`src/rtl/serial_subtractor_pkg.sv`:
```
// Shared definitions for the bit-serial subtractor: FSM state encoding and
// the bit-counter width helper.
package serial_subtractor_pkg;

    typedef enum logic [1:0] {
        S_IDLE  = 2'd0,
        S_SHIFT = 2'd1,
        S_DONE  = 2'd2
    } state_t;

    // Width of the bit counter: enough to count 0..w-1, never less than 1 bit.
    function automatic int cnt_width(input int w);
        return (w > 1) ? $clog2(w) : 1;
    endfunction

endpackage

```
`src/rtl/serial_subtractor_if.sv`:
```
// Request/result bundle for the serial subtractor. The master side issues
// operands and start; the slave side (the subtractor) reports status and result.
interface serial_subtractor_if #(
    parameter int WIDTH = 8
);
    logic             start;
    logic [WIDTH-1:0] a;
    logic [WIDTH-1:0] b;
    logic             busy;
    logic             done;
    logic [WIDTH-1:0] diff;
    logic             borrow_out;

    modport master (
        output start, a, b,
        input  busy, done, diff, borrow_out
    );

    modport slave (
        input  start, a, b,
        output busy, done, diff, borrow_out
    );
endinterface

```
`src/rtl/serial_subtractor_full_subtractor.sv`:
```
// Combinational one-bit full subtractor: d = a - b - bi, bo = borrow out.
// Two half-subtractor stages joined by an OR on their borrows.
module full_subtractor (
    input  logic a,
    input  logic b,
    input  logic bi,
    output logic d,
    output logic bo
);
    logic d1;
    logic b1;
    logic b2;

    // First half subtractor: a - b
    assign d1 = a ^ b;
    assign b1 = ~a & b;

    // Second half subtractor: (a - b) - bi
    assign d  = d1 ^ bi;
    assign b2 = ~d1 & bi;

    // A borrow is needed if either stage borrowed (they never both do)
    assign bo = b1 | b2;
endmodule

```
`src/rtl/serial_subtractor.sv`:
```
// Bit-serial, LSB-first unsigned subtractor: diff = a - b, borrow_out = (a < b).
// One full-subtractor cell is stepped WIDTH times; the running borrow lives in
// a flip-flop. Partial results accumulate in an internal shift register so the
// diff output only ever shows complete results.
module serial_subtractor
    import serial_subtractor_pkg::*;
#(
    parameter int WIDTH = 8
) (
    input  logic                 clk,
    input  logic                 rst,
    serial_subtractor_if.slave   bus
);
    localparam int               CNT_W    = cnt_width(WIDTH);
    localparam logic [CNT_W-1:0] CNT_LAST = CNT_W'(WIDTH - 1);

    state_t           state;
    state_t           state_n;
    logic [WIDTH-1:0] a_sh;
    logic [WIDTH-1:0] b_sh;
    logic [WIDTH-1:0] res_sh;
    logic [WIDTH-1:0] res_n;
    logic [CNT_W-1:0] cnt;
    logic             bor;
    logic             bit_d;
    logic             bit_bo;
    logic             last;
    logic [WIDTH-1:0] diff_q;
    logic             borrow_q;

    full_subtractor u_cell (
        .a  (a_sh[0]),
        .b  (b_sh[0]),
        .bi (bor),
        .d  (bit_d),
        .bo (bit_bo)
    );

    // New result bit enters at the MSB; after WIDTH steps bit 0 holds the LSB.
    assign res_n = (res_sh >> 1) | (WIDTH'(bit_d) << (WIDTH - 1));
    assign last  = (cnt == CNT_LAST);

    // State register
    always_ff @(posedge clk or posedge rst) begin
        if (rst) begin
            state <= S_IDLE;
        end else begin
            state <= state_n;
        end
    end

    // Next-state logic: start is only honoured in IDLE, DONE lasts one cycle
    always_comb begin
        state_n = state;
        case (state)
            S_IDLE:  if (bus.start) state_n = S_SHIFT;
            S_SHIFT: if (last)      state_n = S_DONE;
            S_DONE:                 state_n = S_IDLE;
            default:                state_n = S_IDLE;
        endcase
    end

    // Moore outputs decoded from state
    always_comb begin
        bus.busy = (state == S_SHIFT);
        bus.done = (state == S_DONE);
    end

    // Datapath: load operands on accept, step one bit per SHIFT cycle,
    // publish diff/borrow only on the final step
    always_ff @(posedge clk or posedge rst) begin
        if (rst) begin
            a_sh     <= '0;
            b_sh     <= '0;
            res_sh   <= '0;
            bor      <= 1'b0;
            cnt      <= '0;
            diff_q   <= '0;
            borrow_q <= 1'b0;
        end else if (state == S_IDLE) begin
            if (bus.start) begin
                a_sh   <= bus.a;
                b_sh   <= bus.b;
                res_sh <= '0;
                bor    <= 1'b0;
                cnt    <= '0;
            end
        end else if (state == S_SHIFT) begin
            a_sh   <= a_sh >> 1;
            b_sh   <= b_sh >> 1;
            res_sh <= res_n;
            bor    <= bit_bo;
            cnt    <= cnt + CNT_W'(1);
            if (last) begin
                diff_q   <= res_n;
                borrow_q <= bit_bo;
            end
        end
    end

    assign bus.diff       = diff_q;
    assign bus.borrow_out = borrow_q;
endmodule

```
`src/flat_wrapper.sv`:
```
// flat-port wrapper written by rule: the top's interface ports become plain ports
module serial_subtractor_flat import serial_subtractor_pkg::*;
#(
    parameter int WIDTH = 8
)
  (clk, rst, bus_start, bus_a, bus_b, bus_busy, bus_done, bus_diff, bus_borrow_out);
  serial_subtractor_if #(.WIDTH(WIDTH)) bus_i ();
  input  logic clk;
  input  logic rst;
  input wire logic [$bits(bus_i.start)-1:0] bus_start;
  input wire logic [$bits(bus_i.a)-1:0] bus_a;
  input wire logic [$bits(bus_i.b)-1:0] bus_b;
  output wire logic [$bits(bus_i.busy)-1:0] bus_busy;
  output wire logic [$bits(bus_i.done)-1:0] bus_done;
  output wire logic [$bits(bus_i.diff)-1:0] bus_diff;
  output wire logic [$bits(bus_i.borrow_out)-1:0] bus_borrow_out;
  assign bus_i.start = bus_start;
  assign bus_i.a = bus_a;
  assign bus_i.b = bus_b;
  assign bus_busy = bus_i.busy;
  assign bus_done = bus_i.done;
  assign bus_diff = bus_i.diff;
  assign bus_borrow_out = bus_i.borrow_out;
  serial_subtractor #(.WIDTH(WIDTH)) u_core (.clk(clk), .rst(rst), .bus(bus_i));
endmodule
```
`config.mk`:
```
export PLATFORM = sky130hd
export DESIGN_NAME = serial_subtractor_flat
export DESIGN_NICKNAME = d
export VERILOG_FILES = /design/src/rtl/serial_subtractor_pkg.sv /design/src/rtl/serial_subtractor_if.sv /design/src/rtl/serial_subtractor_full_subtractor.sv /design/src/rtl/serial_subtractor.sv /design/src/flat_wrapper.sv
export SDC_FILE = /design/constraint.sdc
export NUM_CORES = 1
export LEC_CHECK = 0
export BUFFER_PORTS_ARGS = -buffer_cell sky130_fd_sc_hd__buf_4
export CAP_MARGIN = 20
export CELL_PAD_IN_SITES_DETAIL_PLACEMENT = 0
export CELL_PAD_IN_SITES_GLOBAL_PLACEMENT = 1
export CORE_UTILIZATION = 45
export DETAILED_ROUTE_END_ITERATION = 8
export HOLD_SLACK_MARGIN = 0.06
export PLACE_DENSITY_LB_ADDON = 0.1
export SYNTH_ARGS = -nofsm -noshare
export SYNTH_HDL_FRONTEND = slang
export SYNTH_SLANG_ARGS = --single-unit
```
`constraint.sdc`:
```
create_clock -name clk -period 2 [get_ports clk]
set_input_delay 0.4 -clock clk [delete_from_list [all_inputs] [get_ports clk]]
set_output_delay 0.4 -clock clk [all_outputs]
set_load 0.05 [all_outputs]
```
# Yosys cells after proc, flatten, opt, wreduce, memory -nomap -nowiden

Index checks and enable logic that the tools add are counted.

Bits in registers: 39
Input bits: 19
Output and inout port bits: 11
Logic and storage cells: 46

Add/subtract/negate cells: 1
Equality and inequality tests: 5
Muxes and demuxes: 18
Bitwise logic cells: 9
Reduce and logical (&&, ||, !) cells: 5

Operator list:

| operator                                             | count |
|---|---|
| 2-to-1 mux 8 bit                                     | 9 |
| 2-to-1 mux 3 bit                                     | 3 |
| OR 7 x 8 -> 8 bit                                    | 1 |
| 2-to-1 mux 2 bit                                     | 2 |
| one-hot mux 2 bit (2 select lines)                   | 1 |
| AND reduction 2 bit                                  | 2 |
| adder 3 x 1 -> 3 bit (second input constant)         | 1 |
| equality test 3 bit (second input constant)          | 1 |
| 2-to-1 mux 1 bit                                     | 3 |
| NOT 1 bit                                            | 3 |
| AND reduction 3 bit                                  | 1 |
| bitwise AND 1 bit                                    | 2 |
| equality test 2 x 1 -> 1 bit (second input constant) | 1 |
| equality test 2 bit (second input constant)          | 1 |
| zero test 2 bit                                      | 1 |
| != test 2 x 1 -> 1 bit (second input constant)       | 1 |
| != test 2 bit (second input constant)                | 1 |
| nonzero test 2 bit                                   | 1 |
| XOR 1 bit                                            | 2 |
| OR 1 bit                                             | 1 |

# Depth between registers and ports, before layout

Gate-level depths: netlist of the first run.

Depth after elaboration: 6
Depth in mapped cells: 5
Gate-level depth less buffers: 4

# Hierarchy

A second synthesis of the first run with hierarchy kept.

Cells, all modules: 145
Area total of the unflattened synthesis: 1685.4 sq um

By module, submodules not included:

| module            | instances | cells each | area each (sq um) | sequential area each (sq um) |
|---|---|---|---|---|
| serial_subtractor | 1         | 141        | 1654.1            | 950.9 |
| full_subtractor   | 1         | 4          | 31.3              | 0.0 |

# Worst setup path after synthesis of the first run

No wires, ideal clock.

Path kind: reg2out
Start: register u_core.state[0]
End: output bus_done
Arrival time: 1.364 ns
Data required time: 1.600 ns
Slack: 0.236 ns
Cell stages (with the launch flop): 4
Path buffers: 2
Cells stage by stage: dfrtp_1 buf_4 clkbuf_1 nor2b_1

Longest elaborated chain between the ends: 1

RTL lines:

| element                | line                    | text |
|---|---|---|
| from (decl)            | serial_subtractor.sv:17 | `state_t state;` |
| from (signal assigned) | serial_subtractor.sv:48 | `state <= state_n;` |
| equality test 2 bit    | serial_subtractor.sv:66 | `bus.done = (state == S_DONE);` |
| to (decl)              | flat_wrapper.sv:14      | `output wire logic [$bits(bus_i.done)-1:0] bus_done;` |

No other way between the ends.

# Final worst setup path of the first run

Ends and elaborated chain as after synthesis.

==> run summary, run 1 <==
Sorting the synthesized cells by area gives the leading types as dfrtp_1, nor4b_2, mux2_4. The total inserted antenna cells came out at 0. TritonCTS built the clock tree. After clock tree synthesis, the clock-pin slew on the worst setup and hold paths is 0.08 ns. The cell type with the largest total area after synthesis is dfrtp_1. The first global-routing pass estimated 5.84 mm of wire. The fraction of layout cells with a size suffix above 1 is 0.446, and the overall track demand over capacity in global routing is 0.175. The final clock period utilization by the worst path was 0.875; the final weighted congestion of routability-driven global placement was 0.704. Relative to the synthesized area, the layout overhead comes to 19.5%. The maximum fanout along the worst path came out at 17. The count of nets left with antenna violations once routing finished came out at 0. In this run the power density over the cells is 1660 nW/um^2. The sequential cells in the finished layout cover a total of 951 um^2. The count of instances resized after the clock tree is built was 0; the xor-xnor portion of the synthesized cell area was 0. The post-synthesis compound-gate area fraction works out to 0.146. Counting instances in the post-synthesis netlist gives the leading cell types as dfrtp_1, inv_1, nor3b_1. The analysis attributes to cell leakage a power of 0.00109 uW. The logs give 196 for the final layout net count and 23 for the number of rows created at floorplan. The tools report the number of slew-limit violations in the final report as 0. For the signal arrival time at the worst endpoint, the log shows 1.35 ns. The tools report the source of the worst register-to-register timing path as u_core.cnt[0]$_DFFE_PP0P_. The share of the synthesized area in the top cell type was 0.488; the iteration-0 DRC count of the detailed router was 53.

The most critical setup path has its startpoint at u_core.state[0]$_DFFE_PP0P_. The H-tree was split into 2 levels. The required time at the endpoint of the critical path is 1.60 ns. The tools report the effective utilization at floorplan as 0.476.

Counting the fill cells in the layout gives 339. The count of buffers added on input and output ports is 29. For the total detailed-routing wirelength, the log shows 3.33 mm.

The tools report the number of optimization iterations in the first detailed-route pass as 4. The tools report the endpoint of the worst setup timing path as bus_done. The share of synthesized cell area in and, or, nand and nor gates works out to 0.180. After synthesis the cells add up to 1950 um^2. The fraction of the mapped netlist area in adder cells was 0.0231. The main flop type after synthesis was dfrtp_1.

Post-synthesis net count: 166. The die is 67.8 um wide. Once the clock tree was built, the setup fixing pass inserted 0 buffers.

The initial antenna violation count was 0; the minimum clock period was 1.75 ns. Entering global routing, the biggest net connects 39 pins. Pin placement for this block handled 30 I/O pins.

The tools report the root buffer cell as clkbuf_8. For the post-detailed-route DRC marker count, the log shows 0. Measured in cells, the most critical reg-to-reg path has a length of 4. The area of the multi-input gates is 826 um^2. For the pin with the worst max-slew slack, the measured transition is 0.485 ns. The worst setup path is of the reg2out kind. The capturing point of the worst reg2reg path is u_core.bus.diff[2]$_DFFE_PP0P_.

Buffers inserted to repair hold after CTS numbered 0. The count of different cell masters after synthesis was 23. The run gives 571 MHz as the highest clock rate. The mux share of post-synthesis cell area was 0.0752; the worst-case clock skew was 0.00815 ns. After detailed placement, the total cell area comes to 2190 um^2. The wire-length estimate of the detail-placed layout is 2.24 mm. Setup violations remaining at the end of the flow were counted as 0. For the maximum ir drop on the vdd rail, the log shows 0.727 mV. By area, the combinational part of the netlist is dominated by simple AND/OR/NAND/NOR gates.

After routing, the total negative slack on setup checks comes to 0 ns. The proportion of synthesized chip area in sequential cells was 0.488. After synthesis the netlist holds a flip-flop and latch count of 38.

The tools report the kind of start point of the critical path as a flip-flop. The post-synthesis area per instance was 13.5 um^2. The tools report the via count of the routed design as 1204. The run finished with clean final reports. Setup repair after global routing left no endpoint under its margin.

The logs give 0.29 ns for the clock latency at the later pin of the worst-skew pair and 0.55 ns for the register-to-register setup slack. The number of global-route vias before repair was 1209. After floorplanning, the core was sized to cover 4090 um^2. The clock passes through at most 2 buffers. The type of destination of the critical path is a primary output.

In the final routed layout, each cell accounts on average for 14.8 um. Global route total overflow: 0. Counting the buffers created by CTS gives 5.

The hold violation count in the final report is 0, and the total die area is 4590 um^2. Using the TritonRoute via totals, the vias-per-cell ratio works out to 5.35. The vertical die dimension works out to 67.8 um. The max-capacitance violation count is 0.

Class of the tightest hold or removal check: in2async. The most common cell in the netlist was dfrtp_1. The proportion of synthesized flip-flops having asynchronous set or reset is 1.00.

During synthesis, Yosys emitted a total of 0 warnings. In the synthesized netlist, the number of instances is 144. The synthesized design contains 0 enable-type register cells.

The relative slew slack is 0.677. The finished cells cover 2330 um^2. The number of clock sinks came out at 38.
-- flip-flops by register name (all words and copies together), names as in the netlist --
| name | cells |
|---|---|
| u_core.res_sh | 7 |
| u_core.bus.diff | 8 |
| u_core.bor | 1 |
| u_core.a_sh | 8 |
| u_core.state | 2 |
| u_core.cnt | 3 |
| u_core.b_sh | 8 |
| u_core.bus.borrow_out | 1 |
-- where the power goes --
group / total (uW) / internal [uW] / switching (uW) / leakage, uW
combinational: 1740 / 785 / 952 / 0.000561
sequential: 1340 / 1120 / 220 / 0.000465
clock: 781 / 500 / 281 / 0.0000683
total: 3860 / 2400 / 1450 / 0.00109
-- worst min-delay path by stage --
stage	start	endpoint	slack (ns)	cells after the start
after global routing	rst	u_core.bus.diff[3]$_DFFE_PP0P_	0.26	3
after detailed placement	u_core.bor$_DFFE_PP0P_	u_core.bor$_DFFE_PP0P_	0.49	1
after CTS	rst	u_core.bus.diff[1]$_DFFE_PP0P_	0.24	3
after global placement	u_core.res_sh[1]$_DFFE_PP0P_	u_core.res_sh[1]$_DFFE_PP0P_	0.48	1
after floorplan	u_core.bor$_DFFE_PP0P_	u_core.bor$_DFFE_PP0P_	0.47	1
final	rst	u_core.res_sh[4]$_DFFE_PP0P_	0.21	3
-- area by class of cell --
type	instances	area share
multi-input combinational	75	0.355
tap	50	0.0269
sequential	38	0.409
timing repair buffer	36	0.122
inverter	18	0.0290
clock buffer	5	0.0296
clock inverter	3	0.0296
-- metrics by stage --
stage	hold slack [ns]	setup slack, ns	total power [uW]	utilization	std cells
finish	0.213	0.249	3860	0.570	225
global route	0.262	0.174	4140	0.570	225
CTS	0.238	0.223	3910	0.570	225
detailed placement	0.487	0.547	3110	0.536	217
global placement	0.484	0.580	3050	0.536	217
floorplan	0.466	0.236	2720	-	144
-- layer usage --
layer	vias up	routed length, um	global-route usage
met1	601	1610	0.238
met4	0	21	0.0469
met2	24	1580	0.270
li1	577	-	-
met5	-	0	0
met3	2	127	0.0507
-- worst max-delay path: stages, from the launching register on --
cell     delay, ns
dfrtp_1       0.47
buf_4         0.24
nor2b_1       0.14
buf_4         0.21
-- logic make-up (layout without fill, tap and decap cells) --
family | after synthesis | after routing
AND/OR/NAND/NOR | 34 | 34
adder cells (fa/ha/maj) | 3 | 3
buffers and inverters | 31 | 62
multiplexers | 10 | 10
AO/OA/AOI/OAI | 28 | 28
flip-flops | 38 | 38
-- cell usage in the layout (no fill, tap or decap), types with 2 or more instances in the layout --
master     synthesis  final
a211oi_1           4      4
a211oi_2          10     10
a22o_1            12     12
buf_4              3     35
bufinv_16          0      2
clkbuf_8           0      5
dfrtp_1           38     38
ha_1               2      2
inv_1             18     18
mux2_4             9      9
nand2b_1           2      2
nor3b_1           14     14
nor4b_1            4      4
nor4b_2           10     10
(Power assumes the default switching activity.)
==> run 2: changes to the inputs <==
--- a/config.mk
+++ b/config.mk
@@ -13,6 +13,7 @@
 export DETAILED_ROUTE_END_ITERATION = 8
 export HOLD_SLACK_MARGIN = 0.06
 export PLACE_DENSITY_LB_ADDON = 0.1
+export SETUP_SLACK_MARGIN = 0.5
 export SYNTH_ARGS = -nofsm -noshare
 export SYNTH_HDL_FRONTEND = slang
 export SYNTH_SLANG_ARGS = --single-unit
==> run 2 against run 1 <==
  * Utilization increased by 1.2 points
  * Worst hold slack improved by 0.0029 ns
  * Worst setup slack improved by 0.22 ns
  * Sequential share of layout area decreased by 0.71 points
  * Die area unchanged
  * Critical path depth unchanged
  * Total power decreased by 1.3%
  * Combinational power increased by 5%
  * Largest power group unchanged
  * Clock power decreased by 18%
==> run summary, run 2 (synthesis results as in run 1) <==
The vertical die dimension is 67.8 um (unchanged). Sequential fraction of design power: 0.352 (+0.005). In this run the worst hold path is classified as in2async.

The design internal power came out at 2330 uW (-3.1%). The average wire length per cell after detail routing is 15.5 um (+4.6%), and the total half-perimeter wirelength after legalization and detailed placement is 2.37 mm (+6.0%). The overall track demand over capacity in global routing was 0.175 (+0.000795); the signal arrival time at the worst endpoint was 1.13 ns (-0.22 ns). The final weighted congestion of routability-driven global placement was 0.688 (-2.2%); the final clock period utilization by the worst path was 0.763 (-0.112). TritonCTS built the clock tree. The via count of the routed design was 1237 (+2.7%); the total detailed-routing wirelength was 3.56 mm (+7.0%).

The worst setup path is captured at a primary output. The run gives 0.167 (-0.035) as the share of power burned in the clock network. The run gives 0.481 (+0.030) as the power share of the combinational group. The die boundary width was 67.8 um (unchanged). The maximum fanout along the worst path came out at 4 (-13). Largest net degree at the start of global routing: 39 (unchanged).

Launching instance or port of the critical path: u_core.state[0]$_DFFE_PP0P_. The minimum clock period is 1.53 ns (-0.224 ns). For the iteration-0 DRC count of the detailed router, the log shows 26 (-51%). For the total of endpoints with negative setup slack in the final report, the log shows 0 (unchanged). The run gives 0 (unchanged) as the remaining number of nets flagged by the antenna check after routing. The worst setup path is launched from a flip-flop.

Fraction of layout cells with a size suffix above 1: 0.489 (+0.0432). Source of the worst register-to-register timing path: u_core.state[0]$_DFFE_PP0P_. Setup repair after global routing could not meet its margin everywhere.

The wire length on met2 is 1.65 mm (+4.9%). The number of buffer cells added on primary ports was 29 (unchanged). The top cell types in the final layout, fill and taps aside, are buf_4, dfrtp_1, inv_1, nor3b_1, a22o_1. The actual transition at the worst max-transition pin came out at 0.470 ns (-0.0150 ns).

The global route total overflow was 0 (unchanged); the area added between synthesis and finish was 22.0%. The average via count per standard cell came out at 5.38 (+0.51%). The run finished with clean final reports.

The post-detailed-route DRC marker count came out at 0 (unchanged). The power density normalized to cell area is 1600 nW/um^2 (-3.3%). The initial antenna violation count was 0 (unchanged); the core footprint was 4090 um^2 (unchanged).

The logs give 5 (unchanged) for the number of clock buffers inserted by TritonCTS and 2 (unchanged) for the number of levels in the clock H-tree. The fraction of power spent switching nets was 0.388 (+0.0111). The number of rows created at floorplan came out at 23 (unchanged). The tools report the total negative slack for setup checks as 0 ns (unchanged). The highest clock rate was 655 MHz (+15%); the leakage power figure was 0.00112 uW (+2.5%). The relative slew slack is 0.687 (+0.0100), and the clock latency at the later pin of the worst-skew pair is 0.29 ns (about the same). For the switching power, the log shows 1480 uW (+1.6%). The global-route wire length before repair is 5.70 mm (-2.5%). The number of buffers on the longest clock path is 2 (unchanged), and the number of clock sinks is 38 (unchanged). The root buffer cell was clkbuf_8. The final core utilization was 0.581 (+0.0116); the total I/O pin count was 30 (unchanged).

The hold violation count in the final report is 0 (unchanged). The required time at the endpoint of the critical path was 1.60 ns (about the same); the total inserted antenna cells was 0 (unchanged). The max-capacitance violation count was 0 (unchanged); the effective utilization at floorplan was 0.476 (unchanged).

The total routed wire length on the met1 layer came out at 1.72 mm (+7.3%). The total die area was 4590 um^2 (unchanged). Leaving out fill and tap cells, the most frequent cell in the layout is buf_4.

The worst-case clock skew is 0.00316 ns (-0.00498 ns). The detailed router used layers up to and including met4. The kind of critical path is reg2out. Number of global-route vias before repair: 1196 (-1.1%). The logs give 0 (unchanged) for the number of slew-limit violations in the final report and 4 (unchanged) for the number of optimization iterations in the first detailed-route pass. The maximum ir drop on the vdd rail is 0.720 mV (-0.89%). For the total met3 wirelength after detailed routing, the log shows 135 um (+6.3%). The final layout net count was 201 (+2.6%); the clock-pin slew of the registers on the worst-case setup and hold paths was 0.07 ns (about the same).
## run 2: worst max-delay path, stage by stage (launching register included)
cell,delay (ns)
dfrtp_2,0.44
buf_8,0.13
nor2b_4,0.10
buf_6,0.16
## run 2: final timing paths
kind | to | slack [ns] | cells after the start
worst max-delay path | bus_done | 0.47 | 3
worst min-delay path | u_core.res_sh[4]$_DFFE_PP0P_ | 0.22 | 3
worst max register to register | u_core.b_sh[5]$_DFFE_PP0P_ | 0.54 | 5
worst min register to register | u_core.bor$_DFFE_PP0P_ | 0.51 | 1
max in group asynchronous | u_core.state[0]$_DFFE_PP0P_ | 1.43 | 3
min in group clk | u_core.b_sh[7]$_DFFE_PP0P_ | 0.33 | 2
## run 2: power by group through the flow
stage	Clock (uW)	Combinational, uW	Sequential (uW)
detailed placement	0	1740	1360
floorplan	0	1150	1580
CTS	648	1800	1350
global placement	0	1710	1340
global route	691	1970	1390
finish	637	1830	1340
## run 2: metrics by stage
stage                     power (uW)  hold WS [ns]  setup WS [ns]  cells  cell area, um^2
final                           3810         0.216          0.473    230             2370
after global routing            4050         0.262          0.435    230             2370
after CTS                       3800         0.238          0.446    228             2330
after detailed placement        3100         0.488          0.512    218             2190
after global placement          3050         0.483          0.534    218             2190
after floorplan                 2730         0.466          0.584    144             1950
## run 2: timing repair
| action | in CTS | in global routing |
|---|---|---|
| setup buffers | 2 | 2 |
| endpoints found under the setup margin | 4 | 9 |
| gates resized for setup | 6 | 4 |
| hold buffers | 0 | 0 |
## run 2: area by class of cell
cell class,instances,area [um^2]
fillers,349,1710
flip-flops and latches,38,953
multi-input cells,75,860
well taps,50,62.6
repair buffers,41,323
inverters,18,67.6
clock buffers,5,68.8
clock inverters,3,40.0
## run 2: layer usage
metal,GRT usage,vias to the layer above
li1,-,586
met1,0.237,620
met2,0.260,25
met3,0.0456,6
met4,0.0859,0
met5,0,-
